--- config.mk ---
export PLATFORM = sky130hd
export DESIGN_NAME = decode_stage
export DESIGN_NICKNAME = d
export VERILOG_FILES = /design/src/rtl/decode_pkg.sv /design/src/rtl/imm_gen.sv /design/src/rtl/decode_stage.sv
export SDC_FILE = /design/constraint.sdc
export NUM_CORES = 1
export LEC_CHECK = 0
export CORE_AREA = 2 2 94 132
export CTS_CLUSTER_SIZE = 10
export DETAILED_ROUTE_END_ITERATION = 10
export DIE_AREA = 0 0 96 134
export GPL_TIMING_DRIVEN = 0
export HOLD_SLACK_MARGIN = 0.02
export PLACE_DENSITY_LB_ADDON = 0.05
export SETUP_SLACK_MARGIN = 0.2
export SYNTH_ARGS = -nofsm -noshare
export SYNTH_HDL_FRONTEND = slang
export SYNTH_SLANG_ARGS = --single-unit
--- constraint.sdc ---
create_clock -name clk -period 6.7 [get_ports clk]
set_input_delay 1.005 -clock clk [delete_from_list [all_inputs] [get_ports clk]]
set_output_delay 1.005 -clock clk [all_outputs]
set_load 0.01 [all_outputs]
--- src/rtl/decode_pkg.sv ---
// decode_pkg: shared RV32I decode constants, formats and bundle types.
// Imported by imm_gen and decode_stage.
package decode_pkg;

    localparam logic [6:0] OPC_LUI    = 7'b0110111;
    localparam logic [6:0] OPC_AUIPC  = 7'b0010111;
    localparam logic [6:0] OPC_JAL    = 7'b1101111;
    localparam logic [6:0] OPC_JALR   = 7'b1100111;
    localparam logic [6:0] OPC_BRANCH = 7'b1100011;
    localparam logic [6:0] OPC_LOAD   = 7'b0000011;
    localparam logic [6:0] OPC_STORE  = 7'b0100011;
    localparam logic [6:0] OPC_OP_IMM = 7'b0010011;
    localparam logic [6:0] OPC_OP     = 7'b0110011;

    localparam logic [2:0] F3_ADD_SUB = 3'd0;
    localparam logic [2:0] F3_SLL     = 3'd1;
    localparam logic [2:0] F3_SLT     = 3'd2;
    localparam logic [2:0] F3_SLTU    = 3'd3;
    localparam logic [2:0] F3_XOR     = 3'd4;
    localparam logic [2:0] F3_SRL_SRA = 3'd5;
    localparam logic [2:0] F3_OR      = 3'd6;
    localparam logic [2:0] F3_AND     = 3'd7;

    localparam logic [6:0] F7_BASE = 7'b0000000;
    localparam logic [6:0] F7_ALT  = 7'b0100000;

    localparam logic [4:0] ALU_ADD   = 5'd0;
    localparam logic [4:0] ALU_SUB   = 5'd1;
    localparam logic [4:0] ALU_SLL   = 5'd2;
    localparam logic [4:0] ALU_SLT   = 5'd3;
    localparam logic [4:0] ALU_SLTU  = 5'd4;
    localparam logic [4:0] ALU_XOR   = 5'd5;
    localparam logic [4:0] ALU_SRL   = 5'd6;
    localparam logic [4:0] ALU_SRA   = 5'd7;
    localparam logic [4:0] ALU_OR    = 5'd8;
    localparam logic [4:0] ALU_AND   = 5'd9;
    localparam logic [4:0] ALU_PASSB = 5'd10;

    localparam logic [1:0] XFER_BYTE = 2'd0;
    localparam logic [1:0] XFER_HALF = 2'd1;
    localparam logic [1:0] XFER_WORD = 2'd2;

    typedef enum logic [2:0] {
        FMT_R,
        FMT_I,
        FMT_S,
        FMT_B,
        FMT_U,
        FMT_J,
        FMT_ILLEGAL
    } fmt_e;

    typedef struct packed {
        logic [4:0] rs1;
        logic [4:0] rs2;
        logic [4:0] rd;
        logic [4:0] alu_op;
        logic       use_imm;
        logic       reg_write;
        logic       mem_read;
        logic       mem_write;
        logic       branch;
        logic       jal;
        logic       jalr;
        logic [1:0] xfer_size;
        logic       load_unsigned;
        logic       illegal;
    } dec_t;

    function automatic logic fmt_uses_rs1(input fmt_e f);
        return (f == FMT_R) || (f == FMT_I) ||
               (f == FMT_S) || (f == FMT_B);
    endfunction

    function automatic logic fmt_uses_rs2(input fmt_e f);
        return (f == FMT_R) || (f == FMT_S) || (f == FMT_B);
    endfunction

    function automatic logic fmt_writes_rd(input fmt_e f);
        return (f == FMT_R) || (f == FMT_I) ||
               (f == FMT_U) || (f == FMT_J);
    endfunction

    // alt selects SUB / SRA variants of the shared funct3 space
    function automatic logic [4:0] alu_from_f3(
        input logic [2:0] f3,
        input logic       alt
    );
        logic [4:0] op;
        case (f3)
            F3_ADD_SUB: op = alt ? ALU_SUB : ALU_ADD;
            F3_SLL:     op = ALU_SLL;
            F3_SLT:     op = ALU_SLT;
            F3_SLTU:    op = ALU_SLTU;
            F3_XOR:     op = ALU_XOR;
            F3_SRL_SRA: op = alt ? ALU_SRA : ALU_SRL;
            F3_OR:      op = ALU_OR;
            default:    op = ALU_AND;
        endcase
        return op;
    endfunction

endpackage

--- src/rtl/imm_gen.sv ---
// imm_gen: reassembles the RV32I immediate for a given format and
// sign-extends it to XLEN bits.
module imm_gen
    import decode_pkg::*;
#(
    parameter int XLEN = 32
)(
    input  logic [31:0]     i_instr,
    input  fmt_e            i_fmt,
    output logic [XLEN-1:0] o_imm
);

    logic [31:0] w_imm32;

    // Gather the scattered immediate bits into a 32-bit signed value
    always_comb begin
        w_imm32 = '0;
        unique case (i_fmt)
            FMT_I: w_imm32 = {{20{i_instr[31]}}, i_instr[31:20]};
            FMT_S: w_imm32 = {{20{i_instr[31]}}, i_instr[31:25],
                              i_instr[11:7]};
            FMT_B: w_imm32 = {{19{i_instr[31]}}, i_instr[31],
                              i_instr[7], i_instr[30:25],
                              i_instr[11:8], 1'b0};
            FMT_U: w_imm32 = {i_instr[31:12], 12'b0};
            FMT_J: w_imm32 = {{11{i_instr[31]}}, i_instr[31],
                              i_instr[19:12], i_instr[20],
                              i_instr[30:21], 1'b0};
            default: w_imm32 = '0;
        endcase
    end

    assign o_imm = XLEN'($signed(w_imm32));

endmodule

--- src/rtl/decode_stage.sv ---
// decode_stage: registered RV32I decode with valid/ready handshake,
// load-use interlock and synchronous flush.
module decode_stage
    import decode_pkg::*;
#(
    parameter int XLEN     = 32,
    parameter int LOAD_LAT = 1,
    parameter int CNT_W    = 16
)(
    input  logic             clk,
    input  logic             reset_n,
    input  logic             flush,
    input  logic             in_valid,
    output logic             in_ready,
    input  logic [31:0]      in_instr,
    input  logic [XLEN-1:0]  in_pc,
    output logic             out_valid,
    input  logic             out_ready,
    output logic [XLEN-1:0]  out_pc,
    output logic [4:0]       out_rs1,
    output logic [4:0]       out_rs2,
    output logic [4:0]       out_rd,
    output logic [XLEN-1:0]  out_imm,
    output logic             out_use_imm,
    output logic [4:0]       out_alu_op,
    output logic             out_reg_write,
    output logic             out_mem_read,
    output logic             out_mem_write,
    output logic             out_branch,
    output logic             out_jal,
    output logic             out_jalr,
    output logic [1:0]       out_xfer_size,
    output logic             out_load_unsigned,
    output logic             out_illegal,
    output logic [CNT_W-1:0] stall_cycles
);

    localparam int HOLD_W = (LOAD_LAT > 1) ? $clog2(LOAD_LAT) : 1;
    localparam logic [HOLD_W-1:0] HOLD_INIT = HOLD_W'(LOAD_LAT - 1);

    logic [6:0]      w_opcode;
    logic [2:0]      w_f3;
    logic [6:0]      w_f7;
    fmt_e            w_fmt;
    dec_t            w_dec;
    logic            w_shift;
    logic [XLEN-1:0] w_imm_raw;
    logic [XLEN-1:0] w_imm;
    logic            w_hit_out;
    logic            w_hit_trk;
    logic            w_hazard;
    logic            w_in_fire;
    logic            w_out_fire;

    logic              r_valid;
    dec_t              r_out;
    logic [XLEN-1:0]   r_pc;
    logic [XLEN-1:0]   r_imm;
    logic [4:0]        r_trk_rd;
    logic [HOLD_W-1:0] r_hold;
    logic [CNT_W-1:0]  r_stall;

    assign w_opcode = in_instr[6:0];
    assign w_f3     = in_instr[14:12];
    assign w_f7     = in_instr[31:25];

    // Classify the instruction and derive its control bundle
    always_comb begin
        w_fmt   = FMT_ILLEGAL;
        w_dec   = '0;
        w_shift = 1'b0;
        unique case (w_opcode)
            OPC_LUI: begin
                w_fmt = FMT_U;
                w_dec.alu_op    = ALU_PASSB;
                w_dec.use_imm   = 1'b1;
                w_dec.reg_write = 1'b1;
            end
            OPC_AUIPC: begin
                w_fmt = FMT_U;
                w_dec.alu_op    = ALU_ADD;
                w_dec.use_imm   = 1'b1;
                w_dec.reg_write = 1'b1;
            end
            OPC_JAL: begin
                w_fmt = FMT_J;
                w_dec.alu_op    = ALU_ADD;
                w_dec.use_imm   = 1'b1;
                w_dec.reg_write = 1'b1;
                w_dec.jal       = 1'b1;
            end
            OPC_JALR: begin
                w_fmt = FMT_I;
                w_dec.alu_op    = ALU_ADD;
                w_dec.use_imm   = 1'b1;
                w_dec.reg_write = 1'b1;
                w_dec.jalr      = 1'b1;
            end
            OPC_BRANCH: begin
                if (w_f3 != 3'd2 && w_f3 != 3'd3) begin
                    w_fmt = FMT_B;
                    w_dec.branch = 1'b1;
                    case (w_f3[2:1])
                        2'b10:   w_dec.alu_op = ALU_SLT;
                        2'b11:   w_dec.alu_op = ALU_SLTU;
                        default: w_dec.alu_op = ALU_SUB;
                    endcase
                end
            end
            OPC_LOAD: begin
                if (w_f3 != 3'd3 && w_f3 != 3'd6 && w_f3 != 3'd7) begin
                    w_fmt = FMT_I;
                    w_dec.alu_op        = ALU_ADD;
                    w_dec.use_imm       = 1'b1;
                    w_dec.reg_write     = 1'b1;
                    w_dec.mem_read      = 1'b1;
                    w_dec.xfer_size     = w_f3[1:0];
                    w_dec.load_unsigned = w_f3[2];
                end
            end
            OPC_STORE: begin
                if (w_f3 < 3'd3) begin
                    w_fmt = FMT_S;
                    w_dec.alu_op    = ALU_ADD;
                    w_dec.use_imm   = 1'b1;
                    w_dec.mem_write = 1'b1;
                    w_dec.xfer_size = w_f3[1:0];
                end
            end
            OPC_OP_IMM: begin
                w_fmt = FMT_I;
                w_shift = (w_f3 == F3_SLL) || (w_f3 == F3_SRL_SRA);
                w_dec.alu_op = alu_from_f3(
                    w_f3, (w_f3 == F3_SRL_SRA) && in_instr[30]);
                w_dec.use_imm   = 1'b1;
                w_dec.reg_write = 1'b1;
            end
            OPC_OP: begin
                if (w_f7 == F7_BASE ||
                    (w_f7 == F7_ALT &&
                     (w_f3 == F3_ADD_SUB || w_f3 == F3_SRL_SRA))) begin
                    w_fmt = FMT_R;
                    w_dec.alu_op    = alu_from_f3(w_f3, w_f7[5]);
                    w_dec.reg_write = 1'b1;
                end
            end
            default: w_fmt = FMT_ILLEGAL;
        endcase
        w_dec.illegal = (w_fmt == FMT_ILLEGAL);
        w_dec.rs1 = fmt_uses_rs1(w_fmt) ? in_instr[19:15] : 5'd0;
        w_dec.rs2 = fmt_uses_rs2(w_fmt) ? in_instr[24:20] : 5'd0;
        w_dec.rd  = fmt_writes_rd(w_fmt) ? in_instr[11:7] : 5'd0;
        if (w_dec.rd == 5'd0) begin
            w_dec.reg_write = 1'b0;
        end
    end

    imm_gen #(
        .XLEN (XLEN)
    ) u_imm_gen (
        .i_instr (in_instr),
        .i_fmt   (w_fmt),
        .o_imm   (w_imm_raw)
    );

    // Shift-immediates only carry the 5-bit shamt
    assign w_imm = w_shift ? {{(XLEN-5){1'b0}}, in_instr[24:20]}
                           : w_imm_raw;

    // Unused sources are zeroed, so they never match a nonzero rd
    assign w_hit_out = (r_out.rd != 5'd0) &&
                       (w_dec.rs1 == r_out.rd || w_dec.rs2 == r_out.rd);
    assign w_hit_trk = (r_trk_rd != 5'd0) &&
                       (w_dec.rs1 == r_trk_rd || w_dec.rs2 == r_trk_rd);

    assign w_hazard = in_valid &&
                      ((r_valid && r_out.mem_read && w_hit_out) ||
                       (r_hold != '0 && w_hit_trk));

    assign in_ready   = !flush && (!r_valid || out_ready) && !w_hazard;
    assign w_in_fire  = in_valid && in_ready;
    assign w_out_fire = r_valid && out_ready;

    // Output register: flush, then accept, then drain
    always_ff @(posedge clk or negedge reset_n) begin
        if (!reset_n) begin
            r_valid <= 1'b0;
            r_out   <= '0;
            r_pc    <= '0;
            r_imm   <= '0;
        end else if (flush) begin
            r_valid <= 1'b0;
        end else if (w_in_fire) begin
            r_valid <= 1'b1;
            r_out   <= w_dec;
            r_pc    <= in_pc;
            r_imm   <= w_imm;
        end else if (w_out_fire) begin
            r_valid <= 1'b0;
        end
    end

    // Remember a departed load's rd for the remaining interlock cycles
    always_ff @(posedge clk or negedge reset_n) begin
        if (!reset_n) begin
            r_trk_rd <= '0;
            r_hold   <= '0;
        end else if (flush) begin
            r_hold <= '0;
        end else if (w_out_fire && r_out.mem_read && r_out.rd != 5'd0) begin
            r_trk_rd <= r_out.rd;
            r_hold   <= HOLD_INIT;
        end else if (r_hold != '0) begin
            r_hold <= r_hold - HOLD_W'(1);
        end
    end

    // Saturating count of cycles lost to the interlock
    always_ff @(posedge clk or negedge reset_n) begin
        if (!reset_n) begin
            r_stall <= '0;
        end else if (w_hazard && !flush && r_stall != {CNT_W{1'b1}}) begin
            r_stall <= r_stall + CNT_W'(1);
        end
    end

    assign out_valid         = r_valid;
    assign out_pc            = r_pc;
    assign out_imm           = r_imm;
    assign out_rs1           = r_out.rs1;
    assign out_rs2           = r_out.rs2;
    assign out_rd            = r_out.rd;
    assign out_use_imm       = r_out.use_imm;
    assign out_alu_op        = r_out.alu_op;
    assign out_reg_write     = r_out.reg_write;
    assign out_mem_read      = r_out.mem_read;
    assign out_mem_write     = r_out.mem_write;
    assign out_branch        = r_out.branch;
    assign out_jal           = r_out.jal;
    assign out_jalr          = r_out.jalr;
    assign out_xfer_size     = r_out.xfer_size;
    assign out_load_unsigned = r_out.load_unsigned;
    assign out_illegal       = r_out.illegal;
    assign stall_cycles      = r_stall;

endmodule

# Word-level counts from Yosys, hierarchy flattened
# Cells that the tools add are included.
dict set report totals {
  reg_bits 118
  inputBits 69
  output_inout_bits 113
  elab_cells 149
}
dict set report classes {
  n_addsub 2
  n_lt_le_gt_ge 1
  n_eq_ne 33
  mux 44
  bitwise 1
  reduce_logical 48
}
# cell count
set op_table {}
lappend op_table {{one-hot mux 32 bit (5 select lines)} 1}
lappend op_table {{one-hot mux 4 bit (7 select lines)} 2}
lappend op_table {{2-to-1 mux 32 bit} 1}
lappend op_table {{one-hot mux 5 bit (6 select lines)} 1}
lappend op_table {{equality test 7 x 6 -> 1 bit (second input constant)} 4}
lappend op_table {{2-to-1 mux 1 bit} 22}
lappend op_table {{equality test 7 bit (second input constant)} 3}
lappend op_table {{one-hot mux 3 bit (7 select lines)} 1}
lappend op_table {{equality test 5 bit} 4}
lappend op_table {{2-to-1 mux 5 bit} 4}
lappend op_table {{logical AND 1 bit} 19}
lappend op_table {{equality test 3 bit (second input constant)} 6}
lappend op_table {{2-to-1 mux 3 bit} 6}
lappend op_table {{adder 16 x 1 -> 16 bit (second input constant)} 1}
lappend op_table {{inequality test 16 bit (second input constant)} 1}
lappend op_table {{equality test 7 x 5 -> 1 bit (second input constant)} 2}
lappend op_table {{logical OR 1 bit} 14}
lappend op_table {{equality test 3 x 2 -> 1 bit (second input constant)} 4}
lappend op_table {{nonzero test 5 bit} 2}
lappend op_table {{equality test 7 x 2 -> 1 bit (second input constant)} 1}
lappend op_table {{zero test 7 bit} 1}
lappend op_table {{equality test 3 x 1 -> 1 bit (second input constant)} 2}
lappend op_table {{zero test 3 bit} 2}
lappend op_table {{inequality test 3 x 2 -> 1 bit (second input constant)} 2}
lappend op_table {{other kinds (16)} 23}

# Longest topological paths before layout
# Gate-level depths: netlist (run 1).
dict set report logic_depth {
  ltp_word 22
  mapped_depth 10
  mapped_depth_nobuf 8
}

# Hierarchy
# From an unflattened synthesis (run 1), not the netlist that was laid out.
dict set report unflattened {
  hier_cells 588
  hier_area_um2 5632.9
}
# module n_inst cells_per_inst area_per_inst_um2 seq_area_each_um2
set modules_own_cells {}
lappend modules_own_cells {decode_stage 1 522 5242.5 2777.7}
lappend modules_own_cells {imm_gen 1 66 390.4 0.0}

# Worst setup path after synthesis (run 1)
# OpenSTA, ideal clock, no wires.
dict set report synth_timing {
  kind {in2out}
  start {input port in_instr[26]}
  end {output port in_ready}
  t_arrival_ns 3.070
  t_required_ns 5.695
  path_slack_ns 2.625
  path_stages 8
  n_path_buf 1
  path_cell_list {or4_4 -> nor2_2 -> o211ai_1 -> or3_1 -> a221o_1 -> a21oi_4 -> buf_2 -> nor3_1}
}
dict set report synth_via {
  elab_chain_cells 18
  word_cells_on_any_way 31
  cone_classes {8 x eq/ne; 4 x mux; 19 x reduce/logical}
}
# item line_no
set synth_rtl {}
lappend synth_rtl {{start, declared} decode_stage.sv:15} ;# input logic [31:0] in_instr,
lappend synth_rtl {{equality test 7 x 6 -> 1 bit} decode_stage.sv:140} ;# (w_f7 == F7_ALT &&
lappend synth_rtl {{logical AND 1 bit} decode_stage.sv:140}
lappend synth_rtl {{logical OR 1 bit (*)} decode_stage.sv:139} ;# if (w_f7 == F7_BASE ||
lappend synth_rtl {{2-to-1 mux 3 bit (*)} decode_stage.sv:139}
lappend synth_rtl {{one-hot mux 3 bit (7 select lines) (*)} decode_stage.sv:72} ;# unique case (w_opcode)
lappend synth_rtl {{equality test 3 x 1 -> 1 bit / zero test 3 bit (equally long branches)} {decode_pkg.sv:71, decode_pkg.sv:76}}
lappend synth_rtl {{logical OR 1 bit (2 in series)} decode_pkg.sv:71} ;# return (f == FMT_R) || (f == FMT_I) ||
lappend synth_rtl {{logical OR 1 bit} decode_pkg.sv:72} ;# (f == FMT_S) || (f == FMT_B);
lappend synth_rtl {{2-to-1 mux 5 bit} decode_stage.sv:150} ;# w_dec.rs1 = fmt_uses_rs1(w_fmt) ? in_instr[19:15] : 5'd0;
lappend synth_rtl {{equality test 5 bit (on tied branches)} {decode_stage.sv:172, decode_stage.sv:174}}
lappend synth_rtl {{logical OR 1 bit (on tied branches)} {decode_stage.sv:172, decode_stage.sv:174}}
lappend synth_rtl {{logical AND 1 bit (on tied branches)} {decode_stage.sv:171, decode_stage.sv:173}}
lappend synth_rtl {{logical AND 1 bit (on tied branches)} {decode_stage.sv:177, decode_stage.sv:178}}
lappend synth_rtl {{logical OR 1 bit (*)} decode_stage.sv:177} ;# ((r_valid && r_out.mem_read && w_hit_out) ||
lappend synth_rtl {{logical AND 1 bit (*)} decode_stage.sv:176} ;# assign w_hazard = in_valid &&
lappend synth_rtl {{zero test 1 bit (*)} decode_stage.sv:180} ;# assign in_ready = !flush && (!r_valid || out_ready) && !w_hazard;
lappend synth_rtl {{logical AND 1 bit (*)} decode_stage.sv:180}
lappend synth_rtl {{end, declared} decode_stage.sv:14} ;# output logic in_ready,
# Every way passes the cells marked *; elsewhere a longest branch is shown, timed or not.

# Worst setup path after layout (run 1)
dict set report layout_timing {
  start {input port in_instr[4]}
  end {output port in_ready}
}
dict set report layout_via {
  elab_chain_cells 16
  word_cells_on_any_way 37
  cone_classes {16 x eq/ne; 3 x mux; 18 x reduce/logical}
}
# item line_no
set layout_rtl {}
lappend layout_rtl {{equality test 7 x 5 -> 1 bit (tied with other cells)} decode_stage.sv:72}
lappend layout_rtl {{OR reduction 2 bit (no source line)} -}
lappend layout_rtl {{one-hot mux 3 bit (7 select lines) (*)} decode_stage.sv:72}
lappend layout_rtl {{equality test 3 x 1 -> 1 bit / zero test 3 bit (equally long branches)} {decode_pkg.sv:71, decode_pkg.sv:76}}
lappend layout_rtl {{logical OR 1 bit (2 in series)} decode_pkg.sv:71}
lappend layout_rtl {{logical OR 1 bit} decode_pkg.sv:72}
lappend layout_rtl {{2-to-1 mux 5 bit} decode_stage.sv:150}
lappend layout_rtl {{equality test 5 bit (on tied branches)} {decode_stage.sv:172, decode_stage.sv:174}}
lappend layout_rtl {{logical OR 1 bit (on tied branches)} {decode_stage.sv:172, decode_stage.sv:174}}
lappend layout_rtl {{logical AND 1 bit (on tied branches)} {decode_stage.sv:171, decode_stage.sv:173}}
lappend layout_rtl {{logical AND 1 bit (on tied branches)} {decode_stage.sv:177, decode_stage.sv:178}}
lappend layout_rtl {{logical OR 1 bit (*)} decode_stage.sv:177}
lappend layout_rtl {{logical AND 1 bit (*)} decode_stage.sv:176}
lappend layout_rtl {{zero test 1 bit (*)} decode_stage.sv:180}
lappend layout_rtl {{logical AND 1 bit (*)} decode_stage.sv:180}
# Marks and branches as above.

==> results of run 1 <==
-- per-stage QoR --
stage	cells	setup WS (ps)
floorplan	497	2625
detailed placement	822	1362
finish	838	1314
CTS	838	1340
global route	838	1150
global placement	821	443.6
-- power breakdown --
part | switching [mW] | total (mW) | internal (mW)
Sequential | 0.0254 | 0.736 | 0.711
Combinational | 0.129 | 0.314 | 0.184
Clock | 0.263 | 0.561 | 0.298
Total | 0.418 | 1.61 | 1.19
-- logic make-up after synthesis --
group           after synthesis  share of synthesized area
simple gates                158                     0.1443
flops                       111                     0.4790
compound gates               92                     0.1150
mux                          73                     0.1871
buf+inv                      36                    0.03409
xor+xnor                     25                    0.03776
fa+ha+maj                     1                   0.002157
other cells                   1                  0.0006466
-- sequential cells by signal (all words and copies together), names as in the netlist --
register / count
out_imm: 32
out_pc: 32
stall_cycles: 16
out_rd: 5
out_rs1: 5
out_rs2: 5
out_alu_op: 4
out_xfer_size: 2
out_branch: 1
out_illegal: 1
out_jal: 1
out_jalr: 1
out_load_unsigned: 1
out_mem_read: 1
out_mem_write: 1
out_reg_write: 1
out_use_imm: 1
out_valid: 1
-- worst paths after layout --
path | end | slack (ps) | startpoint | depth (start not counted)
setup / recovery | in_ready | 1310 | in_instr[4] | 11
hold / removal | stall_cycles[8]$_DFFE_PN0P_ | 500 | stall_cycles[8]$_DFFE_PN0P_ | 1
setup reg to reg | out_imm[7]$_DFFE_PN0P_ | 4110 | out_rd[1]$_DFFE_PN0P_ | 6
hold reg to reg | stall_cycles[8]$_DFFE_PN0P_ | 500 | stall_cycles[8]$_DFFE_PN0P_ | 1
max in group asynchronous | out_rd[1]$_DFFE_PN0P_ | 5290 | reset_n | 2
min in group asynchronous | out_pc[18]$_DFFE_PN0P_ | 690 | reset_n | 1
-- layout make-up --
type | count | area share
multi-input cells | 350 | 0.3490
clock buffers | 9 | 0.02783
repair buffers | 178 | 0.2221
plain buffers | 31 | 0.02211
well taps | 147 | 0.02273
inverters | 5 | 0.002319
clock inverters | 7 | 0.01067
flip-flops and latches | 111 | 0.3433
-- cell usage in the layout, fill, tap and decap left out, types with 3 or more instances in the layout --
cell / n
and2_1: 4
buf_2: 4
nand4_1: 8
nor2_1: 16
nand3_1: 17
mux2_4: 70
o2111ai_1: 3
nor3b_1: 4
xnor2_1: 18
inv_1: 5
o21ai_0: 13
a221o_1: 19
or2_2: 4
mux2_2: 3
nor3_1: 10
clkdlybuf4s50_1: 176
clkbuf_1: 18
a21oi_1: 27
a211oi_1: 5
buf_6: 7
and3_1: 22
nand2_1: 46
a22o_1: 12
dfrtp_1: 111
nor2b_1: 5
xor2_1: 7
or3_1: 5
inv_6: 3
or4_1: 3
clkbuf_16: 9
-- layer usage --
layer,wire length [um],vias up,track usage
met5,0,-,0
met4,429,0,0.1056
met3,1052,27,0.04382
met2,8130,190,0.4174
met1,6189,2354,0.3088
li1,-,2199,-
==> flow_summary_export.csv, run 1 <==
group,metric,value,unit
outcome,status,"finished, final reports clean",
worst_hold_path,min_path_type,"register to register",
timing,finalHoldViolCount,0,
global_routing,grt_use_total,0.2481,
critical_path,slowest_delay,510,ps
global_routing,antenna_found_initial,0,
logic_synthesis,ys.warnings.count,0,
floorplanning,start_util,0.4956,
critical_path,cp.arrival,4380,ps
timing,period_share,0.8039,
cells_and_area,post-route-util,0.6914,
drt,post_drt_via_cell_ratio,5.692,
clocking,postCtsResizedCells,0,
power_and_ir_drop,peakVddDrop,0.1103,mV
logic_synthesis,synth_edf_count,0,
place,io_buffers,177,
cells_and_area,area_delta_synth_final,39.53,%
logic_synthesis,syn_avg_cell_area,11.67,um^2
drt,first_iter_violations,242,
global_routing,grt_pass1_wl,24.70,mm
run,drv_cap,0,
timing,period_needed,5386,ps
timing,slew-limit-headroom,0.3367,
place,dp_hpwl,11.86,mm
clocking,path_clk_slew,80,ps
clocking,clockBufferDepth,2,
place,gp_congestion,0.8714,
drt,via_count,4770,
critical_path,cp_max_fo,10,
floorplanning,io_pins,182,
clocking,ctsHoldBuffers,0,
logic_synthesis,synthTopCellsByArea,"dfrtp_1 48%, mux2_4 18%, a221o_1 3.3%",
drt,antenna_left,0,
cells_and_area,layout.filler_cells,922,
clocking,htree_levels,3,
timing,drv_slew,0,
cells_and_area,layout-drive-gt1-share,0.1635,
critical_path,worstSetupEndpointType,"primary output",
timing,max_freq,0.1857,GHz
clocking,cts_tree,"yes",
timing,setup_violations,0,
place,place_area,7780,um^2
cells_and_area,multiInputGateArea,2824,um^2
logic_synthesis,synthFlopType,"dfrtp_1",
logic_synthesis,syn_inst,497,
logic_synthesis,seq_area_frac_synth,0.4790,
clocking,clockRootBuffer,"clkbuf_16",
timing,clock_skew,10.60,ps
timing,fin_tns_setup,0,ps
clocking,insertion_delay,350,ps
logic_synthesis,syn_nets,567,
floorplanning,fp.dieArea,12860,um^2
logic_synthesis,synth_area,5799,um^2
logic_synthesis,synth_cell_types,52,
power_and_ir_drop,leakage,3.498,nW
global_routing,grt_max_degree,59,
cells_and_area,fin_area,8092,um^2
clocking,cts.sinks,111,
logic_synthesis,ys_seq_elements,111,
logic_synthesis,yosysTopAreaCell,"dfrtp_1",
cells_and_area,seq_area,2778,um^2
logic_synthesis,synth_most_common_cell,"dfrtp_1",
drt,route.detailed.drc,0,
drt,firstDrtPassIters,5,
clocking,numCtsBuffers,9,
critical_path,cp.buffers_inverters,4,
cells_and_area,fin_nets,756,
timing,holdWs,497.1,ps
logic_synthesis,async_flop_share,1.000,
clocking,post-cts-setup-buffers,0,
floorplanning,design.core.area,11700,um^2
global_routing,grt-ovfl-total,0,
critical_path,critPathSlowestCell,"clkdlybuf4s50_1",
floorplanning,num_rows,47,
floorplanning,fp.dieW,96,um
timing,worst_slew_pin_slew,985.9,ps
critical_path,critical_path_required,5690,ps
cells_and_area,n_antenna_cell,0,
critical_path,cp_cell_sequence,"clkdlybuf4s50_1 -> buf_2 -> and3b_1 -> o2111ai_1 -> o211ai_1 -> or3_1 -> a221o_1 -> a21oi_4 -> buf_2 -> nor3_1 -> clkdlybuf4s50_1",
drt,wl_per_cell,18.86,um
power_and_ir_drop,power,1.611,mW
power_and_ir_drop,power.density,199.1,nW/um^2
critical_path,critPathLaunchType,"primary input",
critical_path,crit_family,"buffers and inverters",
critical_path,critPathKind,"primary input to primary output",
logic_synthesis,synth_common_cells,"111 x dfrtp_1, 70 x mux2_4, 46 x nand2_1",
global_routing,grt_pass1_vias,4857,
drt,drt_wl_total,15.80,mm
timing,rsz0062_at_grt,"no",
floorplanning,die_h,134,um
logic_synthesis,yosys.area.top_type_share,0.4790,
Power figures use the tool's default switching activity.
==> run 2: changes to the inputs <==
--- a/config.mk
+++ b/config.mk
@@ -5,10 +5,10 @@
 export SDC_FILE = /design/constraint.sdc
 export NUM_CORES = 1
 export LEC_CHECK = 0
-export CORE_AREA = 2 2 94 132
+export CORE_AREA = 2 2 102 143
 export CTS_CLUSTER_SIZE = 10
 export DETAILED_ROUTE_END_ITERATION = 10
-export DIE_AREA = 0 0 96 134
+export DIE_AREA = 0 0 104 145
 export GPL_TIMING_DRIVEN = 0
 export HOLD_SLACK_MARGIN = 0.02
 export PLACE_DENSITY_LB_ADDON = 0.05
==> constraint.sdc (replaced) <==
create_clock -name clk -period 4.45 [get_ports clk]
set_input_delay 0.6675 -clock clk [delete_from_list [all_inputs] [get_ports clk]]
set_output_delay 0.6675 -clock clk [all_outputs]
set_load 0.01 [all_outputs]
==> flow_summary_export.csv, run 2 (synthesis results as in run 1) <==
group,metric,value,unit
global_routing,grt_max_degree,64,
cells_and_area,layout-drive-gt1-share,0.1715,
critical_path,cp.arrival,3470,ps
global_routing,antenna_found_initial,0,
cells_and_area,final_common_cell,"clkdlybuf4s50_1",
worst_hold_path,min_path_type,"primary input to async pin",
power_and_ir_drop,peakVddDrop,0.1778,mV
floorplanning,io_pins,182,
cells_and_area,n_antenna_cell,0,
cells_and_area,area_delta_synth_final,40.80,%
global_routing,grt_pass1_vias,4990,
place,dp_hpwl,12.38,mm
critical_path,critical_path_required,3780,ps
cells_and_area,fin_nets,759,
place,gp_congestion,0.8223,
clocking,ctsHoldBuffers,0,
cells_and_area,seq_area,2778,um^2
global_routing,grtUsageMet2,0.3773,
global_routing,grt_pass1_wl,26.86,mm
timing,clock_skew,8.842,ps
clocking,clockRootBuffer,"clkbuf_16",
global_routing,grt-ovfl-total,0,
clocking,numCtsBuffers,9,
timing,rsz0062_at_grt,"no",
clocking,insertion_delay,360,ps
global_routing,use_met1,0.2777,
critical_path,critPathKind,"primary input to primary output",
floorplanning,fp.dieW,104,um
timing,max_freq,0.2419,GHz
critical_path,critPathSlowestCell,"or4_4",
drt,drt_wl_total,16.58,mm
clocking,path_clk_slew,70,ps
cells_and_area,multiInputGateArea,2845,um^2
floorplanning,start_util,0.4208,
timing,finalHoldViolCount,0,
clocking,htree_levels,3,
global_routing,grt-busiest-layer,"met2",
floorplanning,num_rows,51,
clocking,clockBufferDepth,2,
timing,setup_violations,0,
critical_path,critPathLaunchType,"primary input",
place,io_buffers,177,
global_routing,use_met3,0.04582,
timing,drv_slew,0,
cells_and_area,layout.cells.non_filler,879,
critical_path,reg2reg_depth,6,
drt,post_drt_via_cell_ratio,5.414,
timing,worst_slew_pin_slew,940.2,ps
critical_path,worstSetupEndpointType,"primary output",
place,dp.cells,860,
drt,antenna_left,0,
floorplanning,design.core.area,13780,um^2
drt,route.detailed.drc,0,
clocking,cts.sinks,111,
cells_and_area,layout.filler_cells,1196,
power_and_ir_drop,power.density,290.0,nW/um^2
timing,period_share,0.9290,
critical_path,cp_cell_sequence,"clkdlybuf4s50_1 -> or4_4 -> nor2_2 -> o211ai_1 -> or3_4 -> a221o_1 -> a21oi_4 -> buf_6 -> nor3_1 -> dlygate4sd2_1",
cells_and_area,layout_common_cells,"174 x clkdlybuf4s50_1, 111 x dfrtp_1, 70 x mux2_4",
drt,wl_per_cell,18.87,um
global_routing,grt_use_total,0.2231,
run,drv_cap,0,
outcome,status,"finished, final reports clean",
critical_path,cp_max_fo,10,
floorplanning,die_h,145,um
drt,firstDrtPassIters,5,
timing,period_needed,4134,ps
drt,first_iter_violations,241,
drt,via_count,4759,
floorplanning,fp.dieArea,15080,um^2
timing,slew-limit-headroom,0.3674,
power_and_ir_drop,leakage,3.519,nW
timing,fin_tns_setup,0,ps
critical_path,slowest_delay,560,ps
clocking,cts_tree,"yes",
-- run 2: final timing paths --
check                                           start                       to  slack [ps]
worst max-delay path                     in_instr[25]                 in_ready         320
max in group asynchronous                     reset_n  out_imm[16]$_DFFE_PN0P_        3390
worst min register to register    out_jal$_DFFE_PN0P_      out_jal$_DFFE_PN0P_         490
worst max register to register  out_rd[1]$_DFFE_PN0P_   out_imm[6]$_DFFE_PN0P_        1860
worst min-delay path                          reset_n   out_pc[23]$_DFFE_PN0P_         320
min in group clk                  out_jal$_DFFE_PN0P_      out_jal$_DFFE_PN0P_         490
-- run 2: critical path: cells and delay by family --
family / cells / cell delay [ps]
buf+inv: 3 / 920
simple gates: 4 / 1160
compound gates: 3 / 720
-- run 2: what timing repair did --
item                                   CTS  global route
setup buffers                            3             0
endpoints found under the hold margin    0             0
gates resized for setup                  4            10
setup endpoints to repair                1             1
pin swaps                                3             2
-- run 2: final cells by class --
cell class              instances  share of cell area
plain buffers                  31             0.02344
clock buffers                  10             0.02804
clock inverters                 6            0.006283
inverters                       5            0.002298
multi-input cells             350              0.3485
flip-flops and latches        111              0.3402
well taps                     185             0.02835
repair buffers                181              0.2230
-- run 2: layer usage --
layer / vias to the layer above / wire [um]
met1: 2341 / 6638
met4: 0 / 496
li1: 2202 / -
met2: 187 / 8426
met3: 29 / 1023
met5: - / 0
-- run 2: report_power, final --
| part | internal (mW) | leakage (nW) | switching (mW) | total [mW] |
|---|---|---|---|---|
| Clock | 0.391 | 0.140 | 0.393 | 0.784 |
| Combinational | 0.279 | 1.91 | 0.198 | 0.476 |
| Sequential | 1.07 | 1.47 | 0.0377 | 1.11 |
-- run 2: metrics by stage --
step	power (mW)	area (um^2)	setup WS (ps)	util	hold slack (ps)
after floorplan	1.339	5799	1050	-	371.9
after global placement	1.592	7802	-1555	0.5661	471.0
after detailed placement	1.604	7828	-241.7	0.5679	478.4
after CTS	2.391	8140	244.7	0.5906	360.0
after global routing	2.464	8165	216.8	0.5924	387.1
final	2.368	8165	316.0	0.5924	322.1
==> run 3: changes to the inputs <==
--- a/config.mk
+++ b/config.mk
@@ -16,3 +16,4 @@
 export SYNTH_ARGS = -nofsm -noshare
 export SYNTH_HDL_FRONTEND = slang
 export SYNTH_SLANG_ARGS = --single-unit
+export TNS_END_PERCENT = 1
==> results of run 3 <==
The final DEF is identical to that of run 2; final timing and power are the same.
